`src/rtl/i2c_burst_sequencer.sv`:
```
// Command-level front end for i2c_master: buffers write payloads, issues the
// whole transaction, strobes out read bytes and reports done/NACK/error status.
module i2c_burst_sequencer #(
  parameter int unsigned MAX_BYTES = 16,
  parameter int unsigned LEN_WIDTH = $clog2(MAX_BYTES + 1)
) (
  input  logic                 clk_in,
  input  logic                 reset_n,
  input  logic                 cmd_valid,
  output logic                 cmd_ready,
  input  logic                 cmd_read,
  input  logic [6:0]           cmd_addr,
  input  logic [LEN_WIDTH-1:0] cmd_len,
  input  logic                 wr_valid,
  output logic                 wr_ready,
  input  logic [7:0]           wr_data,
  output logic                 rd_valid,
  output logic [7:0]           rd_data,
  output logic                 busy,
  output logic                 done,
  output logic                 status_nack,
  output logic                 status_err,
  output logic [7:0]           address,
  output logic                 transfer_start,
  output logic                 transfer_continues,
  output logic [7:0]           data_tx,
  input  logic                 transfer_ready,
  input  logic                 interrupt,
  input  logic                 transaction_complete,
  input  logic                 nack,
  input  logic                 start_err,
  input  logic                 arbitration_err,
  input  logic [7:0]           data_rx
);
  localparam int unsigned IDX_W = (MAX_BYTES > 1) ? $clog2(MAX_BYTES) : 1;
  localparam logic [LEN_WIDTH-1:0] MAX_LEN = LEN_WIDTH'(MAX_BYTES);

  typedef enum logic [2:0] {IDLE, LOAD, START, XFER, DRAIN, DONE} state_t;
  state_t state, state_nxt;

  logic                 read_q;
  logic [6:0]           addr_q;
  logic [LEN_WIDTH-1:0] len_q;
  logic [LEN_WIDTH-1:0] count;
  logic [LEN_WIDTH-1:0] k;
  logic [7:0]           payload_buf [MAX_BYTES];

  logic accept, wr_fire, last_byte, len_bad, bus_err, bus_nack, more_after;
  logic [LEN_WIDTH:0] k_inc;

  assign cmd_ready = reset_n && (state == IDLE) && transfer_ready;
  assign wr_ready  = (state == LOAD);
  assign done      = (state == DONE);

  assign accept    = cmd_valid && cmd_ready;
  assign wr_fire   = wr_valid && wr_ready;
  assign last_byte = wr_fire && ((count + LEN_WIDTH'(1)) == len_q);
  assign len_bad   = cmd_len > MAX_LEN;
  assign bus_err   = start_err || arbitration_err || !transaction_complete;
  // A NACK on a read data byte is the master ending the read, not a failure.
  assign bus_nack  = nack && ((k == '0) || !read_q);
  assign k_inc      = {1'b0, k} + (LEN_WIDTH + 1)'(1);
  assign more_after = k_inc < {1'b0, len_q};

  always_ff @(posedge clk_in) begin
    if (!reset_n) state <= IDLE;
    else          state <= state_nxt;
  end

  always_comb begin
    state_nxt = state;
    unique case (state)
      IDLE: if (accept) begin
        if (len_bad)                          state_nxt = DONE;
        else if (!cmd_read && cmd_len != '0)  state_nxt = LOAD;
        else                                  state_nxt = START;
      end
      LOAD:  if (last_byte) state_nxt = START;
      START: state_nxt = XFER;
      XFER:  if (interrupt && (bus_err || bus_nack || k == len_q)) state_nxt = DRAIN;
      DRAIN: if (transfer_ready) state_nxt = DONE;
      DONE:  state_nxt = IDLE;
      default: state_nxt = IDLE;
    endcase
  end

  // Payload storage needs no reset; a reset invalidates it via count.
  always_ff @(posedge clk_in) begin
    if (wr_fire) payload_buf[count[IDX_W-1:0]] <= wr_data;
  end

  always_ff @(posedge clk_in) begin
    if (!reset_n) begin
      read_q             <= 1'b0;
      addr_q             <= '0;
      len_q              <= '0;
      count              <= '0;
      k                  <= '0;
      busy               <= 1'b0;
      status_nack        <= 1'b0;
      status_err         <= 1'b0;
      rd_valid           <= 1'b0;
      rd_data            <= '0;
      address            <= '0;
      transfer_start     <= 1'b0;
      transfer_continues <= 1'b0;
      data_tx            <= '0;
    end else begin
      rd_valid <= 1'b0;
      unique case (state)
        IDLE: if (accept) begin
          read_q      <= cmd_read;
          addr_q      <= cmd_addr;
          len_q       <= cmd_len;
          count       <= '0;
          busy        <= 1'b1;
          status_nack <= 1'b0;
          status_err  <= len_bad;
        end
        LOAD: if (wr_fire) count <= count + LEN_WIDTH'(1);
        START: begin
          address            <= {addr_q, read_q};
          transfer_start     <= 1'b1;
          transfer_continues <= (len_q != '0);
          k                  <= '0;
        end
        XFER: if (interrupt) begin
          if (bus_err || bus_nack) begin
            status_err         <= status_err | bus_err;
            status_nack        <= status_nack | (!bus_err);
            transfer_start     <= 1'b0;
            transfer_continues <= 1'b0;
          end else begin
            transfer_start <= 1'b0;
            // Next byte's controls are staged on the edge that finishes byte k.
            if (k < len_q) begin
              transfer_continues <= more_after;
              if (!read_q) data_tx <= payload_buf[k[IDX_W-1:0]];
            end
            if (read_q && k != '0) begin
              rd_data  <= data_rx;
              rd_valid <= 1'b1;
            end
            k <= k + LEN_WIDTH'(1);
          end
        end
        DONE: busy <= 1'b0;
        default: ;
      endcase
    end
  end
endmodule
```
`config.mk`:
```
export PLATFORM = sky130hd
export DESIGN_NAME = i2c_burst_sequencer
export DESIGN_NICKNAME = d
export VERILOG_FILES = /design/src/rtl/i2c_burst_sequencer.sv
export SDC_FILE = /design/constraint.sdc
export NUM_CORES = 1
export LEC_CHECK = 0
export ABC_CLOCK_PERIOD_IN_PS = 5900
export BUFFER_PORTS_ARGS = -buffer_cell sky130_fd_sc_hd__clkbuf_2
export CORE_MARGIN = 4
export CORE_UTILIZATION = 35
export CTS_CLUSTER_DIAMETER = 200
export DETAILED_ROUTE_END_ITERATION = 8
export HOLD_SLACK_MARGIN = 0.1
export PLACE_DENSITY_LB_ADDON = 0.05
export SYNTH_ARGS = -nofsm -noshare
export SYNTH_HDL_FRONTEND = slang
export SYNTH_SLANG_ARGS = --single-unit
export TNS_END_PERCENT = 20
```
`constraint.sdc`:
```
create_clock -name clk_in -period 5.9 [get_ports clk_in]
set_clock_uncertainty 0.15 [all_clocks]
set_input_delay 0.295 -clock clk_in [delete_from_list [all_inputs] [get_ports clk_in]]
set_output_delay 0.295 -clock clk_in [all_outputs]
set_load 0.05 [all_outputs]
```
======== Word level (Yosys, flattened, before mapping) ========
Memory sizes are Yosys's and may differ from the RTL's. A register that Yosys moved wholly into a read port is not among the register bits.
Index checks and enable logic that the tools add are counted.
storage, ports and cells
  flip-flop bits (word level) ............. 48
  latch bits .............................. 0
  bits in writable memories ............... 128
  memory bits (read-only) ................. 0
  input bits .............................. 39
  output and inout port bits .............. 33
  memories kept ........................... 1
memory list
  memory       depth  bits a word  rd ports  clocked after Yosys merged registers in  wr ports  RTL line  RTL
  payload_buf  16     8            1         1                                        1         46        logic [7:0] payload_buf [MAX_BYTES];
operators by class
  $add $sub $neg .......................... 3
  $mul .................................... 0
  divide/modulo/power cells ............... 0
  $lt $le $gt $ge ......................... 3
  eq/ne operators ......................... 16
  shifts and indexed selects .............. 0
  mux-type cells .......................... 32
  bitwise operators ....................... 7
  reductions and logical operators ........ 39
operator list
  kind                 number
  $mux 5               4
  $pmux 5 s2           2
  $mux 3               5
  $pmux 3 s5           1
  $reduce_bool 5->1    3
  $mux 1               14
  $ne 2x2->1 const B   6
  $reduce_and 4->1     3
  $add 5x1->5 const B  2
  $eq 5x5->1           2
  $pmux 1 s2           5
  $logic_and 1x1->1    9
  $reduce_and 3->1     3
  $reduce_bool 2->1    4
  $add 5x1->6 const B  1
  $eq 3x2->1 const B   2
  $eq 3x3->1 const B   2
  $lt 6x5->1           1
  $reduce_and 2->1     3
  $gt 5x5->1 const B   1
  $logic_not 1->1      5
  $logic_not 5->1      1
  $logic_or 1x1->1     5
  $lt 5x5->1           1
  other kinds (9)      15

======== Longest topological paths before layout ========
Gate-level depths: netlist of run 1.
  word-level depth ........................ 8
  mapped depth ............................ 10

======== Least setup slack after synthesis of run 1 ========
Ideal clock, no wire load.
  kind .................................... register to register
  start point ............................. register k[1]
  end point ............................... register transfer_continues
  library setup time ...................... 0.116 ns
  data arrival time ....................... 2.548 ns
  required time ........................... 5.634 ns
  setup slack ............................. 3.086 ns
  stages on the path, launching flop included .. 11
  buffers on the path ..................... 3
  period minus slack after synthesis ...... 2.814 ns
  path through ............................ dfxtp_1 -> clkbuf_1 -> buf_2 -> buf_2 -> inv_1 -> ha_1 -> nor4b_1 -> a211oi_2 -> o21ai_1 -> a311o_1 -> o211a_1
on the way
  longest elaborated chain between the ends .. 7
ends and longest elaborated chain
  item                                                                 RTL line  RTL
  start: declaration                                                   45        logic [LEN_WIDTH-1:0] k;
  start signal: assignment                                             144       k <= k + LEN_WIDTH'(1);
  parallel branches: the longest is 7 deep, another holds $add 5x1->6  --
  end signal: assignment                                               124       transfer_continues <= (len_q != '0);
  end signal: assignment                                               137       transfer_continues <= more_after;
  end: declaration                                                     25        output logic transfer_continues,
Several ways; the timed one is not identified. The select of a mux whose other input is x is not followed.
A chain may end at the register's enable or synchronous reset.

======== Final worst setup path of run 1 ========
  start point ............................. register k[0]
  end point ............................... register transfer_continues
The elaborated chain is that of the path after synthesis.

==> metrics.cfg, run 1 <==
[final_layout]
nNetsFinal = 697
diodes = 0
drive_gt1_share_pct = 23.0
fillerInstances = 2042
syn_to_final_growth_pct = 18.6

[yosys]
synthArstFlopShare_pct = 0
synth_edf_count = 128
syn_inst = 554
synth_cell_types = 63
synth_area_mm2 = 0.00774
synth.avg_cell_area_um2 = 14.0
synth_area_leaders = edfxtp_1 50%, dfxtp_1 14%, mux4_2 9.3%, nand2_1 2.9%, ha_1 2.6%
ys_ff_latch = 184
synth_top_area_share_pct = 49.6
ys.flop_type = edfxtp_1
post-synth-top-count-cell = edfxtp_1
yosys.area.top_type = edfxtp_1
ys_seq_area_share_pct = 64.1
syn_nets = 609
netlist_top_cells_count = 128 x edfxtp_1, 59 x nand2_1, 56 x dfxtp_1, 38 x nor2_1, 32 x mux4_2
yosysWarnings = 0

[clocking]
post_cts_buffers = 0
clk_pin_slew_ps = 70
cts.repair.resized = 0
h-tree-depth = 4
cts_buffers = 17
clkLatencyLatePin_ps = 430
cts_tree = yes
numClockSinks = 184
cts_buffer_depth = 2
clock-root-buffer = clkbuf_16
cts_hold_buf = 23

[floorplanning]
dieArea_mm2 = 0.0246
die_h_um = 157
ioPinCount = 72
core_mm2 = 0.0218
start_util_pct = 35.5
core.rowCount = 54
die_w_um = 157

[pwr]
peakVddDrop_uv = 169
power.leakage_nw = 3.11
power_density_mw_per_mm2 = 325

[placement]
io_buffer_count = 71
gp_congestion = 0.813
dp_hpwl_um = 12400

[sta]
rsz0062_at_grt = false
worstMarginPinSlew_ps = 1110
slew_violations = 0
period_share_pct = 55.8
fin_crit_ps = 3290
totalNegativeSetupSlack_ps = 0
hold_slack_ps = 120
relSlewSlack_pct = 25.9
hold_violations = 0
fmax_ghz = 0.304
setup_viol = 0

[grt]
grt_max_degree = 37
first_global_vias = 4886
grt_pass1_wl_um = 28800
grt_overflow = 0
grt_use_total_pct = 15.7
antenna_found_initial = 0

[critical_path]
crit_type = register to register
endpoint_kind = register
crit_arrival_ps = 3460
crit_path_start_kind = register
cp_slowest_stage_delay_ps = 1020
cp_slowest_cell = dfxtp_2
crit_required_ps = 6070
crit_fanout = 29
critical-path-top-delay-family = compound AO/OA/AOI/OAI gates
cp.buffers_inverters = 1
path_cells = inv_1 > ha_1 > nor4b_1 > a211oi_2 > o21ai_1 > a311o_1 > o211a_1

[flow_run]
max-cap-violations = 0

[route]
final_antenna_net_count = 0
wire_per_inst_um = 20.0
first_pass_iters = 5
drtIter0Drc = 271
drt_wl_total_um = 18700
vias = 4734
vias_per_cell = 5.07
drc = 0

[status]
outcome = finished clean

[min_path]
hold_class = primary input to register

-- metrics by stage --
step | instances | instance area, µm² | setup slack (ps) | total power (W) | util (%)
after global routing | 933 | 9180 | 2190 | 0.00311 | 42.1
final | 933 | 9180 | 2610 | 0.00298 | 42.1
after CTS | 932 | 9170 | 2330 | 0.00301 | 42.0
after global placement | 879 | 8330 | 2380 | 0.00183 | 38.2
after floorplan | 554 | 7740 | 3090 | 0.00172 | -
after detailed placement | 879 | 8340 | 2340 | 0.00183 | 38.2
-- sequential cells by signal (all words and copies together) (netlist names), 3 cells and up --
signal,cells
addr_q,7
address,8
count,5
data_tx,8
k,5
len_q,5
payload_buf,128
rd_data,8
state,3
-- tightest hold or removal path: stages --
cell	delay, ps
clkbuf_2	130
nand2_1	90
a22oi_1	80
nor2_1	80
-- area by class of cell --
class                   count  area [µm²]  area share (%)
clock buffers              17         425            4.63
clock inverters            13         171            1.87
inverters                  14        52.6           0.572
multi-input cells         327        2600            28.3
flip-flops and latches    184        4970            54.1
well taps                 280         350            3.82
repair buffers             98         616            6.70
-- where the power goes --
part           switching (W)  internal, W  total [W]
clock               0.000503     0.000670    0.00117
combinational       0.000226     0.000122   0.000348
sequential         0.0000441      0.00142    0.00146
-- cell usage in the layout, fill, tap and decap left out, types with 3 or more instances in the layout --
cell type / n
edfxtp_1: 128
clkbuf_2: 71
nand2_1: 59
dfxtp_1: 55
nor2_1: 38
mux4_2: 32
a21oi_1: 31
dlygate4sd3_1: 23
o21ai_0: 18
mux2i_1: 17
clkbuf_16: 17
ha_1: 16
inv_1: 13
nor2b_1: 11
a211oi_1: 9
nand2b_1: 8
a22o_1: 8
xnor2_1: 6
o31ai_1: 6
nor3_1: 5
nand3_1: 5
nand4_1: 4
nor3_2: 3
and3_1: 3
a31oi_1: 3
bufinv_16: 3
clkinv_4: 3
inv_8: 3
buf_4: 3
-- logic make-up after synthesis --
logic type	count (synthesis)	synth area share (%)
DFF	184	64.1
and+or+nand+nor	154	9.74
AOI/OAI and AO/OA	99	8.53
muxes	49	11.5
buffers and inverters	43	2.49
adders and majority gates	17	2.71
xor gates and xnor gates	8	0.905
-- final timing paths --
check | startpoint | to | slack [ps] | depth (start not counted)
max | k[0]$_SDFFE_PN0P_ | transfer_continues$_SDFFE_PN0P_ | 2610 | 7
max reg2reg | k[0]$_SDFFE_PN0P_ | transfer_continues$_SDFFE_PN0P_ | 2610 | 7
min | cmd_valid | status_nack$_SDFFE_PN0P_ | 120 | 4
min reg2reg | addr_q[3]$_SDFFE_PN0P_ | address[4]$_SDFFE_PN0P_ | 310 | 2
-- metal layers --
| layer | vias up | share of wire, % | track usage (%) | wire length [µm] |
|---|---|---|---|---|
| li1 | 2274 | - | - | - |
| met1 | 2326 | 44 | 20.0 | 8240 |
| met2 | 119 | 50 | 27.3 | 9410 |
| met3 | 15 | 4.5 | 3.37 | 836 |
| met4 | 0 | 1.1 | 3.97 | 204 |
| met5 | - | 0 | 0 | 0 |
Note: power is estimated with default switching activity, not from simulation.
==> inputs of run 2 (changes only) <==
--- a/config.mk
+++ b/config.mk
@@ -5,7 +5,7 @@
 export SDC_FILE = /design/constraint.sdc
 export NUM_CORES = 1
 export LEC_CHECK = 0
-export ABC_CLOCK_PERIOD_IN_PS = 5900
+export ABC_CLOCK_PERIOD_IN_PS = 3000
 export BUFFER_PORTS_ARGS = -buffer_cell sky130_fd_sc_hd__clkbuf_2
 export CORE_MARGIN = 4
 export CORE_UTILIZATION = 35
==> constraint.sdc (replaced) <==
create_clock -name clk_in -period 3 [get_ports clk_in]
set_clock_uncertainty 0.15 [all_clocks]
set_input_delay 0.15 -clock clk_in [delete_from_list [all_inputs] [get_ports clk_in]]
set_output_delay 0.15 -clock clk_in [all_outputs]
set_load 0.05 [all_outputs]
==> run 2 against run 1 <==
  * Total power is 93% higher
  * Setup slack worse by 2500 ps
  * Largest power group unchanged
  * Sequential power increased by 96%
  * Largest cell class unchanged
  * Final area increased by 3.4%
==> metrics.cfg, run 2 (synthesis results as in run 1) <==
[pwr]
p_clk_share_pct = 37.9  ; -1.4 points
power_density_mw_per_mm2 = 607  ; +87%
total_power_w = 0.00576  ; +93%
pwr-share-comb_pct = 12.4  ; +0.7 points
peakVddDrop_uv = 342  ; +100%
internal-power_w = 0.00417  ; +89%
switching_power_w = 0.00160  ; +110%
netSwitchingFraction_pct = 27.7  ; +1.8 points
sequentialPowerShare_pct = 49.7  ; +0.7 points
power.leakage_nw = 3.27  ; +5.4%

[sta]
slew_violations = 0  ; unchanged
relSlewSlack_pct = 48.6  ; +23 points
fin_crit_ps = 2940
setup_viol = 0  ; unchanged
period_share_pct = 97.9
fmax_ghz = 0.340
totalNegativeSetupSlack_ps = 0  ; unchanged
worstMarginPinSlew_ps = 771  ; -336 ps
rsz0062_at_grt = false
hold_violations = 0  ; unchanged

[floorplanning]
core_mm2 = 0.0218  ; unchanged
core.rowCount = 54  ; unchanged
ioPinCount = 72  ; unchanged
dieArea_mm2 = 0.0246  ; unchanged
start_util_pct = 35.5  ; unchanged
die_h_um = 157  ; unchanged
die_w_um = 157  ; unchanged

[min_path]
worstHoldEndpoint = state[0]$_SDFFE_PN0P_
hp-start = reset_n
holdPathStages = 3  ; -1
hold_class = primary input to register

[critical_path]
crit_path_start_kind = primary input
crit_arrival_ps = 3160  ; -300 ps
rrSetupSlack_ps = 450  ; -2160 ps
endpoint_kind = register
r2r_start = len_q[4]$_SDFFE_PN0P_
reg2reg_depth = 8  ; +1
crit_fanout = 8  ; -72%
r2r-end = data_tx[3]$_SDFFE_PN0P_
crit_required_ps = 3220  ; -2850 ps
crit_type = primary input to register

[grt]
grt_use_met3_pct = 3.35  ; -0.028 points
grt_max_degree = 38  ; +2.7%
antenna_found_initial = 0  ; unchanged
use_met1_pct = 20.5  ; +0.42 points
grt_overflow = 0  ; unchanged
grt_pass1_wl_um = 28900  ; +0.34%
grt.busiest_layer = met2
grt_use_total_pct = 15.6  ; -0.13 points
first_global_vias = 5036  ; +3.1%
grtUsageMet2_pct = 26.5  ; -0.86 points

[clocking]
numClockSinks = 184  ; unchanged
clkLatencyLatePin_ps = 430  ; about the same
cts_buffers = 17  ; unchanged
clock-root-buffer = clkbuf_16
clk_pin_slew_ps = 80  ; about the same
cts_tree = yes
h-tree-depth = 4  ; unchanged
cts_buffer_depth = 2  ; unchanged

[placement]
dp_hpwl_um = 12400  ; -0.45%
io_buffer_count = 71  ; unchanged
gp_congestion = 0.796  ; -2.1%

[final_layout]
largest_register_ffs = 128  ; unchanged
fillerInstances = 2018  ; -1.2%
final_cell_mix = 128 x edfxtp_1, 71 x clkbuf_2, 59 x nand2_1
nNetsFinal = 736  ; +5.6%
syn_to_final_growth_pct = 22.6
diodes = 0  ; unchanged
final_common_cell = edfxtp_1
drive_gt1_share_pct = 25.1  ; +2.1 points

[route]
final_antenna_net_count = 0  ; unchanged
vias_per_cell = 5.06  ; -0.30%
first_pass_iters = 5  ; unchanged
drc = 0  ; unchanged
drtIter0Drc = 321  ; +18%
drt_wl_total_um = 18600  ; -0.60%
vias = 4927  ; +4.1%
wire_per_inst_um = 19.1  ; -4.8%

[flow_run]
max-cap-violations = 0  ; unchanged

[status]
outcome = finished clean

-- run 2: cell count changes in the layout (fill, tap and decap cells not counted), moves of 3 or more --
| cell | previous run | this run |
|---|---|---|
| bufinv_16 | 3 | 0 |
| clkinv_8 | 0 | 3 |
| dlygate4sd3_1 | 23 | 38 |
| nor3_2 | 3 | 0 |
| buf_4 | 3 | 27 |
| nor3_1 | 5 | 8 |
-- run 2: power by group through the flow --
| stage | clock network, W | registers [W] | logic, W |
|---|---|---|---|
| after CTS | 0.00226 | 0.00286 | 0.000726 |
| after global routing | 0.00235 | 0.00287 | 0.000796 |
| after floorplan | 0 | 0.00295 | 0.000426 |
| final | 0.00218 | 0.00286 | 0.000715 |
| after detailed placement | 0 | 0.00292 | 0.000685 |
| after global placement | 0 | 0.00291 | 0.000684 |
-- run 2: per-layer routing --
layer | share of wire, % | up-vias
met4 | 1.1 | 0
met3 | 4.3 | 14
met2 | 49 | 114
met1 | 46 | 2436
li1 | - | 2363
met5 | 0 | -
-- run 2: worst max-delay path by stage --
stage / startpoint / end / slack (ps)
2_1_floorplan: k[1]$_SDFFE_PN0P_ / transfer_continues$_SDFFE_PN0P_ / 190
3_3_place_gp: k[1]$_SDFFE_PN0P_ / data_tx[1]$_SDFFE_PN0P_ / 450
3_5_place_dp: k[1]$_SDFFE_PN0P_ / data_tx[3]$_SDFFE_PN0P_ / 420
4_1_cts: arbitration_err / data_tx[3]$_SDFFE_PN0P_ / 30
5_1_grt: arbitration_err / data_tx[0]$_SDFFE_PN0P_ / 30
6_report: arbitration_err / data_tx[3]$_SDFFE_PN0P_ / 60
-- run 2: through the flow --
step	cells	hold WS, ps	setup WS (ps)	area (µm²)	utilization, %
after floorplan	554	98.9	186	7740	-
after global placement	903	197	445	8530	39.1
after detailed placement	903	209	425	8530	39.1
after CTS	973	120	27.0	9490	43.5
after global routing	974	156	30.8	9500	43.5
final	974	133	61.8	9500	43.5
-- run 2: timing repair --
| action | 4_1_cts | 5_1_grt |
|---|---|---|
| endpoints found under the hold margin | 169 | 0 |
| buffers inserted | 0 | 1 |
| hold buffers | 38 | 0 |
| endpoints found under the setup margin | 0 | 8 |
| resized for setup | 0 | 0 |
-- run 2: final cells by class --
| class | count | area [µm²] | share of cell area [%] |
|---|---|---|---|
| timing repair buffer | 137 | 958 | 10.1 |
| clock buffer | 17 | 425 | 4.48 |
| inverter | 14 | 52.6 | 0.553 |
| clock inverter | 15 | 156 | 1.65 |
| multi-input combinational | 327 | 2590 | 27.2 |
| tap | 280 | 350 | 3.69 |
| sequential | 184 | 4970 | 52.3 |
-- run 2: critical path: stages --
cell           delay, ps
dlygate4sd3_1        530
clkbuf_2             100
or3b_4               420
dlygate4sd3_1        630
or3_4                380
or3_4                360
nor4_4               240
buf_4                200
a22o_1               140
==> inputs of run 3 (changes only) <==
--- a/config.mk
+++ b/config.mk
@@ -5,14 +5,15 @@
 export SDC_FILE = /design/constraint.sdc
 export NUM_CORES = 1
 export LEC_CHECK = 0
+export ABC_AREA = 1
 export ABC_CLOCK_PERIOD_IN_PS = 3000
 export BUFFER_PORTS_ARGS = -buffer_cell sky130_fd_sc_hd__clkbuf_2
 export CORE_MARGIN = 4
 export CORE_UTILIZATION = 35
 export CTS_CLUSTER_DIAMETER = 200
 export DETAILED_ROUTE_END_ITERATION = 8
-export HOLD_SLACK_MARGIN = 0.1
-export PLACE_DENSITY_LB_ADDON = 0.05
+export HOLD_SLACK_MARGIN = 0.03
+export PLACE_DENSITY_LB_ADDON = 0.1
 export SYNTH_ARGS = -nofsm -noshare
 export SYNTH_HDL_FRONTEND = slang
 export SYNTH_SLANG_ARGS = --single-unit
==> run 3 against run 2 <==
  * Critical path depth decreased by 2
  * Fmax up 20%
  * Non-clock buffer count down 19
  * Setup slack better by 480 ps
  * Sequential power increased by 6%
  * Die area up 0.40%
  * Sequential share of layout area is 0.83 points higher
  * Register-to-register slack improved by 90 ps
  * Clock power fell by 2%
  * Via count rose by 19%
  * Largest power group unchanged
  * Highest routed layer unchanged
==> metrics.cfg, run 3 <==
[status]
outcome = finished clean

[floorplanning]
dieArea_mm2 = 0.0247  ; +0.40%
core.rowCount = 54  ; unchanged
start_util_pct = 35.6  ; +0.15 points
core_mm2 = 0.0218  ; unchanged
die_h_um = 157  ; +0.20%
die_w_um = 157  ; +0.20%
ioPinCount = 72  ; unchanged

[yosys]
synth.avg_cell_area_um2 = 10.2  ; -27%
ys_seq_area_share_pct = 63.8  ; -0.27 points
ys_ff_latch = 184  ; unchanged
netlist_top_cells_count = 138 x nor2_1, 128 x edfxtp_1, 101 x o21ai_0, 88 x nand2_1, 56 x dfxtp_1
synth_area_leaders = edfxtp_1 49%, dfxtp_1 14%, nor2_1 6.7%, o21ai_0 6.5%, nand2_1 4.2%
synth_area_mm2 = 0.00778  ; +0.42%
post-synth-top-count-cell = nor2_1
syn_nets = 817  ; +34%
synth_edf_count = 128  ; unchanged
ys.flop_type = edfxtp_1
synthArstFlopShare_pct = 0  ; unchanged
synth_cell_types = 31  ; -51%
yosys.area.top_type = edfxtp_1
syn_inst = 762  ; +38%
yosysWarnings = 0  ; unchanged
synth_top_area_share_pct = 49.4  ; -0.21 points

[critical_path]
endpoint_kind = register
critical-path-top-delay-family = buffers and inverters
cp_slowest_cell = dlygate4sd3_1
path_cells = inv_1 > nand2_1 > nor3_2 > nand2_1 > dlygate4sd3_1 > o21ai_0 > dlygate4sd3_1
cp.buffers_inverters = 3  ; -1
crit_path_start_kind = register
reg2reg_depth = 7  ; -1
cp.depth = 7  ; -2
crit_type = register to register
crit_arrival_ps = 2680  ; -480 ps
cp_slowest_stage_delay_ps = 560  ; -70 ps
crit_start = state[2]$_SDFFE_PN0P_
r2r_start = state[2]$_SDFFE_PN0P_
crit_fanout = 5  ; -3
crit_required_ps = 3230  ; about the same

[min_path]
hp-start = wr_data[0]
hold_class = primary input to register
holdPathStages = 1  ; -2

[pwr]
power.leakage_nw = 3.60  ; +10%
peakVddDrop_uv = 338  ; -1.3%
power_density_mw_per_mm2 = 806  ; +33%

[sta]
period_share_pct = 81.9  ; -16 points
fin_crit_ps = 2460  ; -482 ps
setup_viol = 0  ; unchanged
rsz0062_at_grt = false
relSlewSlack_pct = 48.3  ; -0.28 points
totalNegativeSetupSlack_ps = 0  ; unchanged
worst_slack_ps = 544  ; +482 ps
worstMarginPinSlew_ps = 774  ; +3.34 ps
hold_violations = 0  ; unchanged
fmax_ghz = 0.407  ; +20%
slew_violations = 0  ; unchanged

[final_layout]
fillerInstances = 2074  ; +2.8%
stdcell_count = 1159  ; +19%
final_cell_mix = 138 x nor2_1, 128 x edfxtp_1, 101 x o21ai_0
largest_register_ffs = 128  ; unchanged
final_common_cell = nor2_1
multi_input_area_mm2 = 0.00246  ; -4.7%
final_cell_area_mm2 = 0.00935  ; -1.6%
syn_to_final_growth_pct = 20.2
drive_gt1_share_pct = 15.6  ; -9.5 points
seq_area_mm2 = 0.00497  ; unchanged
nNetsFinal = 921  ; +25%
diodes = 0  ; unchanged

[clocking]
clock-root-buffer = clkbuf_16
clk_pin_slew_ps = 70  ; about the same
clkLatencyLatePin_ps = 430  ; about the same
cts_buffer_depth = 2  ; unchanged
numClockSinks = 184  ; unchanged
h-tree-depth = 4  ; unchanged
cts_buffers = 17  ; unchanged
cts.repair.resized = 0  ; unchanged
cts_tree = yes

[route]
drc = 0  ; unchanged
final_antenna_net_count = 0  ; unchanged
drtIter0Drc = 471  ; +47%
wire_per_inst_um = 17.4  ; -8.7%
vias = 5862  ; +19%
vias_per_cell = 5.06  ; about the same
drt_wl_total_um = 20200  ; +8.6%
first_pass_iters = 5  ; unchanged

[grt]
grt_pass1_wl_um = 31300  ; +8.2%
grt_use_total_pct = 16.5  ; +0.95 points
grt_max_degree = 68  ; +79%
grt_overflow = 0  ; unchanged
antenna_found_initial = 0  ; unchanged
first_global_vias = 5788  ; +15%

[placement]
io_buffer_count = 71  ; unchanged
gp_congestion = 0.847  ; +6.4%
dp.cells = 1098  ; +22%
place_area_mm2 = 0.00850  ; -0.29%
dp_hpwl_um = 13600  ; +9.8%
pre_cts_slack_ps = 731  ; +306 ps

[flow_run]
max-cap-violations = 0  ; unchanged

[run 3: cell families (layout without fill, tap and decap cells)]
family	count (synthesis)	in the layout	synth area share [%]
flip-flops	184	184	63.8
buffers and inverters	91	208	4.47
adder cells (fa/ha/maj)	16	16	2.57
AND/OR/NAND/NOR	279	279	15.1
AO/OA/AOI/OAI	189	189	13.7
XOR/XNOR	3	3	0.338
[run 3: what timing repair did]
action | 4_1_cts | 5_1_grt
hold buffers | 29 | 0
hold endpoints to repair | 43 | 0
buffers inserted | 0 | 0
[run 3: power by group]
part / switching, W / total [W] / internal, W
logic: 0.00166 / 0.00236 / 0.000707
registers: 0.000165 / 0.00304 / 0.00288
clock network: 0.00101 / 0.00213 / 0.00111
total: 0.00284 / 0.00753 / 0.00470
[run 3: final timing paths]
| path | end | slack [ps] |
|---|---|---|
| min | payload_buf[6][0]$_DFFE_PP_ | 50 |
| max | len_q[0]$_SDFFE_PN0P_ | 540 |
| max reg2reg | len_q[0]$_SDFFE_PN0P_ | 540 |
| min reg2reg | status_err$_SDFFE_PN0P_ | 300 |
[run 3: per-layer routing]
| layer | up-vias | global-route usage [%] | wire length (µm) |
|---|---|---|---|
| li1 | 2872 | - | - |
| met1 | 2837 | 22.4 | 9210 |
| met2 | 129 | 27.1 | 9840 |
| met3 | 24 | 2.78 | 813 |
| met4 | 0 | 5.57 | 312 |
| met5 | - | 0 | 0 |
[run 3: through the flow]
| step | total power [W] | hold slack, ps | utilization (%) |
|---|---|---|---|
| 2_1_floorplan | 0.00463 | 98.9 | - |
| 3_3_place_gp | 0.00541 | 227 | 39.0 |
| 3_5_place_dp | 0.00543 | 235 | 39.0 |
| 4_1_cts | 0.00758 | 32.0 | 42.8 |
| 5_1_grt | 0.00798 | 55.5 | 42.8 |
| 6_report | 0.00753 | 46.8 | 42.8 |
[run 3: layout make-up]
class                      count  share of cell area, %
sequential                   184                   53.1
clock inverter                13                   1.20
tap                          280                   3.75
multi-input combinational    487                   26.4
inverter                      58                   2.33
timing repair buffer         118                   8.49
clock buffer                  19                   4.74
